## src/rtl/sync_updown_counter_mod.sv

```systemverilog
// Parametrised up/down counter: programmable modulus, synchronous load, wrap or saturate, registered terminal-count pulse.
// Optional snapshot capture port enabled by defining UDCNT_SNAPSHOT_EN.
module sync_updown_counter_mod #(
  parameter int unsigned WIDTH    = 8,
  parameter int unsigned MOD_MAX  = (2**WIDTH) - 1,
  parameter int unsigned RST_VAL  = 0,
  parameter int unsigned SATURATE = 0
) (
  input  logic             clk,
  input  logic             rst,
  input  logic             en,
  input  logic             dir,
  input  logic             load,
  input  logic [WIDTH-1:0] load_val,
`ifdef UDCNT_SNAPSHOT_EN
  input  logic             snap,
  output logic [WIDTH-1:0] snap_q,
  output logic             snap_vld,
`endif
  output logic [WIDTH-1:0] q,
  output logic             tc,
  output logic             at_max,
  output logic             at_min
);

  localparam logic [WIDTH-1:0] MAX_Q = WIDTH'(MOD_MAX);
  localparam logic [WIDTH-1:0] RST_Q = WIDTH'(RST_VAL);
  localparam bit               SAT   = (SATURATE != 0);

  logic [WIDTH-1:0] q_nxt;
  logic             tc_nxt;

  // Next count: load clamps to the modulus, limits wrap or hold and raise tc.
  always_comb begin
    q_nxt  = q;
    tc_nxt = 1'b0;
    if (load) begin
      q_nxt = (load_val > MAX_Q) ? MAX_Q : load_val;
    end else if (en) begin
      if (dir) begin
        if (q >= MAX_Q) begin
          tc_nxt = 1'b1;
          q_nxt  = SAT ? MAX_Q : '0;
        end else begin
          q_nxt = q + WIDTH'(1);
        end
      end else begin
        if (q == '0) begin
          tc_nxt = 1'b1;
          q_nxt  = SAT ? '0 : MAX_Q;
        end else begin
          q_nxt = q - WIDTH'(1);
        end
      end
    end
  end

  always_ff @(posedge clk or posedge rst) begin
    if (rst) begin
      q  <= RST_Q;
      tc <= 1'b0;
    end else begin
      q  <= q_nxt;
      tc <= tc_nxt;
    end
  end

  assign at_max = (q == MAX_Q);
  assign at_min = (q == '0);

`ifdef UDCNT_SNAPSHOT_EN
  // Capture the pre-update count; valid stays sticky until reset.
  always_ff @(posedge clk or posedge rst) begin
    if (rst) begin
      snap_q   <= '0;
      snap_vld <= 1'b0;
    end else if (snap) begin
      snap_q   <= q;
      snap_vld <= 1'b1;
    end
  end
`endif

endmodule
```

## config.mk

```make
export PLATFORM = sky130hd
export DESIGN_NAME = sync_updown_counter_mod
export DESIGN_NICKNAME = d
export VERILOG_FILES = /design/src/rtl/sync_updown_counter_mod.sv
export SDC_FILE = /design/constraint.sdc
export NUM_CORES = 1
export LEC_CHECK = 0
export BUFFER_PORTS_ARGS = -buffer_cell sky130_fd_sc_hd__buf_2
export CAP_MARGIN = 20
export CORE_MARGIN = 5
export CORE_UTILIZATION = 51
export CTS_CLUSTER_DIAMETER = 200
export DETAILED_ROUTE_END_ITERATION = 16
export GPL_ROUTABILITY_DRIVEN = 0
export PLACE_DENSITY = 0.78
export SETUP_SLACK_MARGIN = 0.02
export SYNTH_ARGS = -nofsm -noshare
export SYNTH_HDL_FRONTEND = slang
export SYNTH_SLANG_ARGS = --single-unit
```

## constraint.sdc

```tcl
create_clock -name clk -period 1.99 [get_ports clk]
set_input_delay 0.199 -clock clk [delete_from_list [all_inputs] [get_ports clk]]
set_output_delay 0.199 -clock clk [all_outputs]
set_load 0.05 [all_outputs]
```

==> results of run 1 <==
critical path, stage by stage (launching register included):
cell and delay [ns]:
dfrtp_2 0.46, inv_1 0.10, ha_1 0.19, or4b_4 0.48, a21oi_1 0.17, nor2_1 0.08
o221ai_1 0.21, a22o_1 0.15
sequential cells by signal (all words and copies together), names as in the netlist:
signal / cells
q: 8
tc: 1
layout make-up:
type,count,area [sq um],share of cell area (%)
Multi-Input combinational cell,85,552,53.6
Sequential cell,9,233,22.6
Tap cell,16,20.0,1.94
Clock buffer,4,26.3,2.55
Inverter,9,33.8,3.28
Timing Repair Buffer,29,165,16.0
worst max path at each step:
stage,start,end,slack [ns],depth (start not counted)
6_report,q[0]$_DFFE_PP0P_,q[6]$_DFFE_PP0P_,0.10,7
5_1_grt,q[3]$_DFFE_PP0P_,at_max,0.03,4
4_1_cts,q[2]$_DFFE_PP0P_,at_max,0.07,4
3_5_place_dp,q[0]$_DFFE_PP0P_,q[6]$_DFFE_PP0P_,0.24,7
3_3_place_gp,q[0]$_DFFE_PP0P_,q[6]$_DFFE_PP0P_,0.26,7
2_1_floorplan,q[3]$_DFFE_PP0P_,q[0]$_DFFE_PP0P_,0.04,7
cell usage in the layout, fill, tap and decap left out, types with 2 or more instances in the layout:
master,count
buf_2,22
nor2_1,18
a21oi_1,13
inv_1,8
buf_4,6
dfrtp_2,6
nand2_1,5
xnor2_1,5
nand3_1,4
nand2b_1,3
a31oi_1,3
nor3_1,3
o211ai_1,3
ha_1,3
clkbuf_4,3
dfrtp_1,3
nand4_1,2
xor2_1,2
nor4_1,2
o21ai_0,2
cells by family (layout without fill, tap and decap cells):
family | after synthesis | count (layout) | synth area share [%]
AND/OR/NAND/NOR | 44 | 44 | 28.5
flip-flops | 9 | 9 | 26.4
AO/OA/AOI/OAI | 30 | 30 | 22.3
multiplexers | 1 | 1 | 1.17
XOR/XNOR | 7 | 7 | 7.17
adder cells (fa/ha/maj) | 3 | 3 | 4.39
buffers and inverters | 17 | 42 | 10.1
layer usage:
| metal | vias up | GRT usage [%] | wire [um] |
|---|---|---|---|
| met5 | - | 0 | 0 |
| met4 | 0 | 6.38 | 52 |
| met3 | 7 | 2.91 | 172 |
| met2 | 43 | 28.5 | 1070 |
| met1 | 428 | 23.8 | 952 |
| li1 | 442 | - | - |
power groups by stage:
stage | registers, mW | logic, mW | clock network, mW
2_1_floorplan | 0.301 | 0.169 | 0
3_3_place_gp | 0.256 | 0.257 | 0
3_5_place_dp | 0.259 | 0.259 | 0
4_1_cts | 0.258 | 0.264 | 0.151
5_1_grt | 0.261 | 0.307 | 0.170
6_report | 0.254 | 0.285 | 0.156
through the flow:
stage / power (mW) / cell area [sq um] / std cells / hold WS [ns]
4_1_cts: 0.673 / 990 / 147 / 0.145
3_3_place_gp: 0.513 / 945 / 142 / 0.197
6_report: 0.695 / 1030 / 152 / 0.134
2_1_floorplan: 0.469 / 862 / 111 / 0.0265
3_5_place_dp: 0.518 / 945 / 142 / 0.207
5_1_grt: 0.738 / 1030 / 152 / 0.143
timing repair:
action	in CTS	in global routing
buffers inserted	0	5
setup endpoints to repair	1	2
resized for setup	1	2
hold buffers	1	0
endpoints found under the hold margin	9	0
==> out/results.env, run 1 <==
RUN_STATUS='completed'
ANTENNA_CELLS_INSERTED=0
TIMING.HOLD.WORST_ENDPOINT='q[1]$_DFFE_PP0P_'
SYNTH-SEQ-CELLS=9
SYNTH_AREA_SQ_UM=855
PORT-BUFFER-COUNT=23
WORSTHOLDPATHCELLS=3
YOSYSTOPAREACELL='dfrtp_1'
REPORT.FINAL.SETUP_VIOL=0
DIE_X_UM=50.9
FLOORPLAN.DIE_AREA_SQ_UM=2590
RELSLEWSLACK_PCT=73.4
FINALWIRELENGTH_UM=2250
FINALCRITICALPERIOD_NS=1.89
SYNTH-EDFF-COUNT=0
VIAS_IN_THE_FIRST_GLOBAL_ROUTE=763
TIGHTESTPINTRANSITION_NS=0.389
AREA_GROWTH_SYN_TO_LAYOUT_PCT=20.5
YOSYS_MOST_USED_DFF='dfrtp_1'
FMAX_MHz=530
FLOORPLAN.CORE_AREA_SQ_UM=1540
ENDPOINT_KIND='flop'
GRT_MAX_DEGREE=19
CLOCK_PATH_BUFFERS=2
GLOBAL_ROUTE.OVERFLOW_TOTAL=0
DRT_ITER0_DRC=25
CRIT_ARRIVAL_NS=2.10
GRT_PASS1_WL_UM=3570
SETUP_WS_NS=0.104
VIAS=920
SYNTH_FP_NETS=127
POST-SYNTH-TOP-COUNT-CELL='nor2_1'
FP.DIEH_UM=50.9
POWER.LEAKAGE_nW=0.470
POWER_SWITCHING_mW=0.303
FINAL_NET_COUNT=153
DPL_WORST_SLACK_NS=0.235
DETAIL_ROUTE.VIAS_PER_CELL=6.05
TOP_LEVEL_PORTS=24
HOLD_VIOL=0
NUMBER_OF_NETS_WITH_ANTENNA_VIOLATIONS_AFTER_DETAILED_ROUTING=0
COMB_POWER_SHARE_PCT=41.0
WORST_HOLD_PATH_TYPE='in2reg'
DRIVE_ABOVE_1_SHARE_PCT=31.6
ANTENNA_FOUND_INITIAL=0
P_SEQ_SHARE_PCT=36.5
FINCLKSKEW_NS=0.000219
PWR_DENSITY_CELL_nW_PER_UM2=675
MAXCAPVIOLATIONS=0
CTS.CLK_SLEW.WORST_PATHS_NS=0.07
WORST_REG2REG_ENDPOINT='q[6]$_DFFE_PP0P_'
SYNTH_WARNINGS=0
FF2FF_PATH_DEPTH=7
FIRSTDRTPASSITERS=4
SETUP.WORST_PATH.CLASS='reg2reg'
WORST_SETUP_PATH_START_KIND='flop'
HTREEDEPTH=1
CLOCK-ROOT-BUFFER='clkbuf_4'
SYNTH_CELL_TYPE_COUNT=37
WORST-ENDPOINT-REQUIRED_NS=2.21
PROPORTION_OF_SYNTHESIZED_CHIP_AREA_IN_SEQUENTIAL_CELLS_PCT=26.4
SYN-MEAN-INSTANCE-AREA_SQ_UM=7.70
DRCVIOLATIONCOUNT=0
POSTLAYOUTCOREUTIL_PCT=66.8
CELL_INTERNAL_PWR_mW=0.392
YOSYS.AREA.TOP_TYPE_SHARE_PCT=26.4
REPORT.FINAL.SLEW_VIOL_COUNT=0
N_FILL_CELL=135
NET_SWITCHING_FRACTION_OF_THE_POWER_PCT=43.6
GRT.TOTAL_USAGE_PCT=17.7
TIMING.REG2REG.SETUP_SLACK_NS=0.10
DETAIL_ROUTE.WL_PER_CELL_UM=14.8
POWER.CLOCK.FRACTION_PCT=22.4
CLOCK_INSERTION_DELAY_WORST_SKEW_NS=0.27
CTS_BUFFERS=3
CRIT-REG2REG-LAUNCH='q[0]$_DFFE_PP0P_'
POST_SYN_INSTANCES=111
WORSTPATHMAXFANOUT=8
INITIAL_CORE_UTILIZATION_PCT=55.4
SYNTH_COMMON_CELLS='nor2_1, a21oi_1, dfrtp_1'
POST-ROUTE-PERIOD-UTIL_PCT=94.8
IR_DROP_WORST_CASE_VDD_mV=0.506
POSTSYNTH.ASYNCRESETSHARE_PCT=100
SYNTH_TOP_CELLS_BY_AREA='dfrtp_1, nor2_1, a21oi_1, xnor2_1, ha_1'
FINAL.SETUP.TNS_NS=0
POST-DP-HPWL_UM=1560
CLKSINKCOUNT=9
HOLD_PATH_STARTPOINT='load_val[1]'
GRT_SETUP_UNREPAIRED='no'
CTS_TREE='yes'
PLACEMENT_ROWS=14
No activity file was read; power rests on OpenSTA's default activity.
==> run 2: changes to the inputs <==
--- a/config.mk
+++ b/config.mk
@@ -6,13 +6,12 @@
 export NUM_CORES = 1
 export LEC_CHECK = 0
 export BUFFER_PORTS_ARGS = -buffer_cell sky130_fd_sc_hd__buf_2
-export CAP_MARGIN = 20
 export CORE_MARGIN = 5
 export CORE_UTILIZATION = 51
 export CTS_CLUSTER_DIAMETER = 200
 export DETAILED_ROUTE_END_ITERATION = 16
 export GPL_ROUTABILITY_DRIVEN = 0
-export PLACE_DENSITY = 0.78
+export PLACE_DENSITY = 0.86
 export SETUP_SLACK_MARGIN = 0.02
 export SYNTH_ARGS = -nofsm -noshare
 export SYNTH_HDL_FRONTEND = slang
==> run 2 against run 1 <==
Net effect: maximum frequency rose by 0.18%; count of clock-buffer cells in the layout did not move; highest routed layer unchanged; hold slack improved by 0.019 ns; largest power group unchanged; critical path depth rose by 1.
==> out/results.env, run 2 (synthesis gave the netlist of run 1 again) <==
POST-DP-HPWL_UM=1560  # -0.44%
WORST_REG2REG_ENDPOINT='q[7]$_DFFE_PP0P_'
FINALCRITICALPERIOD_NS=1.88  # -0.00345 ns
BIGGEST_REGS='q x8, tc x1'
LARGEST_REGISTER_FF_COUNT=8  # unchanged
FLOORPLAN.CORE_AREA_SQ_UM=1540  # unchanged
PLACEMENT_ROWS=14  # unchanged
WORSTPATHMAXFANOUT=8  # unchanged
REPORT.FINAL.SLEW_VIOL_COUNT=0  # unchanged
WORSTHOLDPATHCELLS=2  # -1
VIAS=903  # -1.8%
TIGHTESTPINTRANSITION_NS=0.409  # +0.0202 ns
RELSLEWSLACK_PCT=72.0  # -1.4 points
CTS_BUFFERS=3  # unchanged
PWR_DENSITY_CELL_nW_PER_UM2=668  # -1.2%
CRIT-REG2REG-LAUNCH='q[0]$_DFFE_PP0P_'
GRT-BUSIEST-LAYER='met2'
CLOCK-ROOT-BUFFER='clkbuf_4'
FMAX_MHz=531  # +0.18%
SETUP.WORST_PATH.CLASS='reg2reg'
CLKSINKCOUNT=9  # unchanged
CTS_TREE='yes'
CTS.CLK_SLEW.WORST_PATHS_NS=0.07  # about the same
GRT.MET2_USAGE_PCT=28.7  # +0.21 points
POST-ROUTE-PERIOD-UTIL_PCT=94.6  # -0.17 points
POWER.CLOCK.FRACTION_PCT=21.5  # -0.9 points
ENDPOINT_KIND='flop'
HTREEDEPTH=1  # unchanged
FINAL_NET_COUNT=153  # unchanged
ANTENNA_CELLS_INSERTED=0  # unchanged
HOLD_PATH_STARTPOINT='load_val[4]'
GRT_PASS1_WL_UM=3680  # +2.9%
CRIT_ARRIVAL_NS=2.02  # -0.08 ns
TIMING.HOLD.WS_NS=0.153  # +0.0189 ns
RUN_STATUS='completed'
WORST-ENDPOINT-REQUIRED_NS=2.13  # -0.08 ns
FIN_AREA_SQ_UM=1030  # +0.36%
DRIVE_ABOVE_1_SHARE_PCT=31.6  # unchanged
PORT-BUFFER-COUNT=23  # unchanged
NUMBER_OF_NETS_WITH_ANTENNA_VIOLATIONS_AFTER_DETAILED_ROUTING=0  # unchanged
FLOORPLAN.DIE_AREA_SQ_UM=2590  # unchanged
TIMING.CRITICAL_PATH.SLOWEST_STAGE_CELL='dfrtp_2'
TIMING.HOLD.WORST_ENDPOINT='q[4]$_DFFE_PP0P_'
PLACE_AREA_SQ_UM=945  # unchanged
FIRSTDRTPASSITERS=4  # unchanged
CLOCK_INSERTION_DELAY_WORST_SKEW_NS=0.27  # about the same
DIE_X_UM=50.9  # unchanged
GRT.TOTAL_USAGE_PCT=18.0  # +0.26 points
P_SEQ_SHARE_PCT=36.7  # +0.2 points
WORSTPATHCELLLIST='inv_1, ha_1, nor4b_4, buf_4, nor2_1, nor4_1, a2111oi_0, nor3_1'
FF2FF_PATH_DEPTH=8  # +1
REGMOSTFLOPS='q'
ANTENNA_FOUND_INITIAL=0  # unchanged
POSTLAYOUTCOREUTIL_PCT=67.0  # +0.24 points
FINALWIRELENGTH_UM=2220  # -1.2%
GRTUSAGEMET1_PCT=21.8  # -1.9 points
DRCVIOLATIONCOUNT=0  # unchanged
DETAIL_ROUTE.VIAS_PER_CELL=5.94  # -1.8%
POWER_SWITCHING_mW=0.297  # -2.2%
WORSTPATHBUFFERINVERTERCOUNT=2  # +1
POWER_mW=0.690  # -0.80%
DRT_ITER0_DRC=31  # +24%
CLOCK_PATH_BUFFERS=2  # unchanged
FP.DIEH_UM=50.9  # unchanged
POWER.LEAKAGE_nW=0.472  # +0.42%
TIMING.CRITICAL_PATH.MAX_DELAY_FAMILY='simple AND/OR/NAND/NOR gates'
NET_SWITCHING_FRACTION_OF_THE_POWER_PCT=43.0  # -0.61 points
N_FILL_CELL=144  # +6.7%
SETUP_WS_NS=0.108  # +0.00345 ns
LEADING_CELL_TYPE_IN_THE_LAYOUT_FILL_AND_TAPS_EXCLUDED='buf_2'
WORST_HOLD_PATH_TYPE='in2reg'
GRT_MAX_DEGREE=19  # unchanged
MET3_ROUTING_RESOURCE_USAGE_AFTER_GLOBAL_ROUTING_PCT=6.40  # +3.5 points
GRT_SETUP_UNREPAIRED='yes'
MAXCAPVIOLATIONS=0  # unchanged
IR_DROP_WORST_CASE_VDD_mV=0.418  # -17%
CP_SLOWEST_STAGE_DELAY_NS=0.44  # -0.04 ns
FINAL_CELL_MIX='buf_2, nor2_1, a21oi_1, inv_1, dfrtp_2'
WORST_SETUP_PATH_START_KIND='flop'
DPL_WORST_SLACK_NS=0.171  # -0.0637 ns
DETAIL_ROUTE.WL_PER_CELL_UM=14.6  # -1.2%
INITIAL_CORE_UTILIZATION_PCT=55.4  # unchanged
CELL_INTERNAL_PWR_mW=0.393  # +0.28%
TIMING.REG2REG.SETUP_SLACK_NS=0.11  # about the same
VIAS_IN_THE_FIRST_GLOBAL_ROUTE=829  # +8.7%
REPORT.FINAL.SETUP_VIOL=0  # unchanged
COMB_POWER_SHARE_PCT=41.8  # +0.8 points
FINCLKSKEW_NS=0.00519  # +0.00497 ns
TOP_LEVEL_PORTS=24  # unchanged
HOLD_VIOL=0  # unchanged
AREA_GROWTH_SYN_TO_LAYOUT_PCT=20.9
GLOBAL_ROUTE.OVERFLOW_TOTAL=0  # unchanged
run 2: worst register-to-register path, stage by stage (launching register included):
cell and delay, ns:
dfrtp_2 0.44, inv_1 0.08, ha_1 0.23, nor4b_4 0.15, buf_4 0.15, nor2_1 0.14
nor4_1 0.06, a2111oi_0 0.43, nor3_1 0.09
run 2: repair_timing:
action                                 4_1_cts  5_1_grt
setup endpoints to repair                    1        2
endpoints found under the hold margin        9        0
hold buffers                                 1        0
setup buffers                                0        5
gates resized for setup                      1        3
run 2: layout make-up:
| type | instances | area, sq um | share of cell area (%) |
|---|---|---|---|
| Clock buffer | 4 | 26.3 | 2.54 |
| Tap cell | 16 | 20.0 | 1.94 |
| Multi-Input combinational cell | 85 | 552 | 53.4 |
| Inverter | 9 | 33.8 | 3.27 |
| Sequential cell | 9 | 233 | 22.5 |
| Timing Repair Buffer | 29 | 169 | 16.3 |
run 2: power groups by stage:
stage / registers (mW) / clock network [mW] / logic [mW]
after CTS: 0.256 / 0.153 / 0.266
after global routing: 0.259 / 0.168 / 0.311
after floorplan: 0.301 / 0 / 0.169
after global placement: 0.254 / 0 / 0.255
final: 0.253 / 0.148 / 0.288
after detailed placement: 0.257 / 0 / 0.261
run 2: worst max path at each step:
stage | start | endpoint | depth (start not counted)
final | q[0]$_DFFE_PP0P_ | q[7]$_DFFE_PP0P_ | 8
after global routing | q[0]$_DFFE_PP0P_ | q[7]$_DFFE_PP0P_ | 8
after CTS | q[0]$_DFFE_PP0P_ | at_min | 6
after detailed placement | q[0]$_DFFE_PP0P_ | q[6]$_DFFE_PP0P_ | 7
after global placement | q[0]$_DFFE_PP0P_ | q[6]$_DFFE_PP0P_ | 7
after floorplan | q[3]$_DFFE_PP0P_ | q[0]$_DFFE_PP0P_ | 7
run 2: layer usage:
metal	up-vias	routed length [um]
li1	445	-
met1	413	939
met2	43	1090
met3	2	176
met4	0	14
met5	-	0
run 2: through the flow:
| step | cells | TNS [ns] |
|---|---|---|
| final | 152 | 0 |
| after CTS | 147 | 0 |
| after global placement | 142 | 0 |
| after global routing | 152 | -0.0266 |
| after detailed placement | 142 | 0 |
| after floorplan | 111 | 0 |
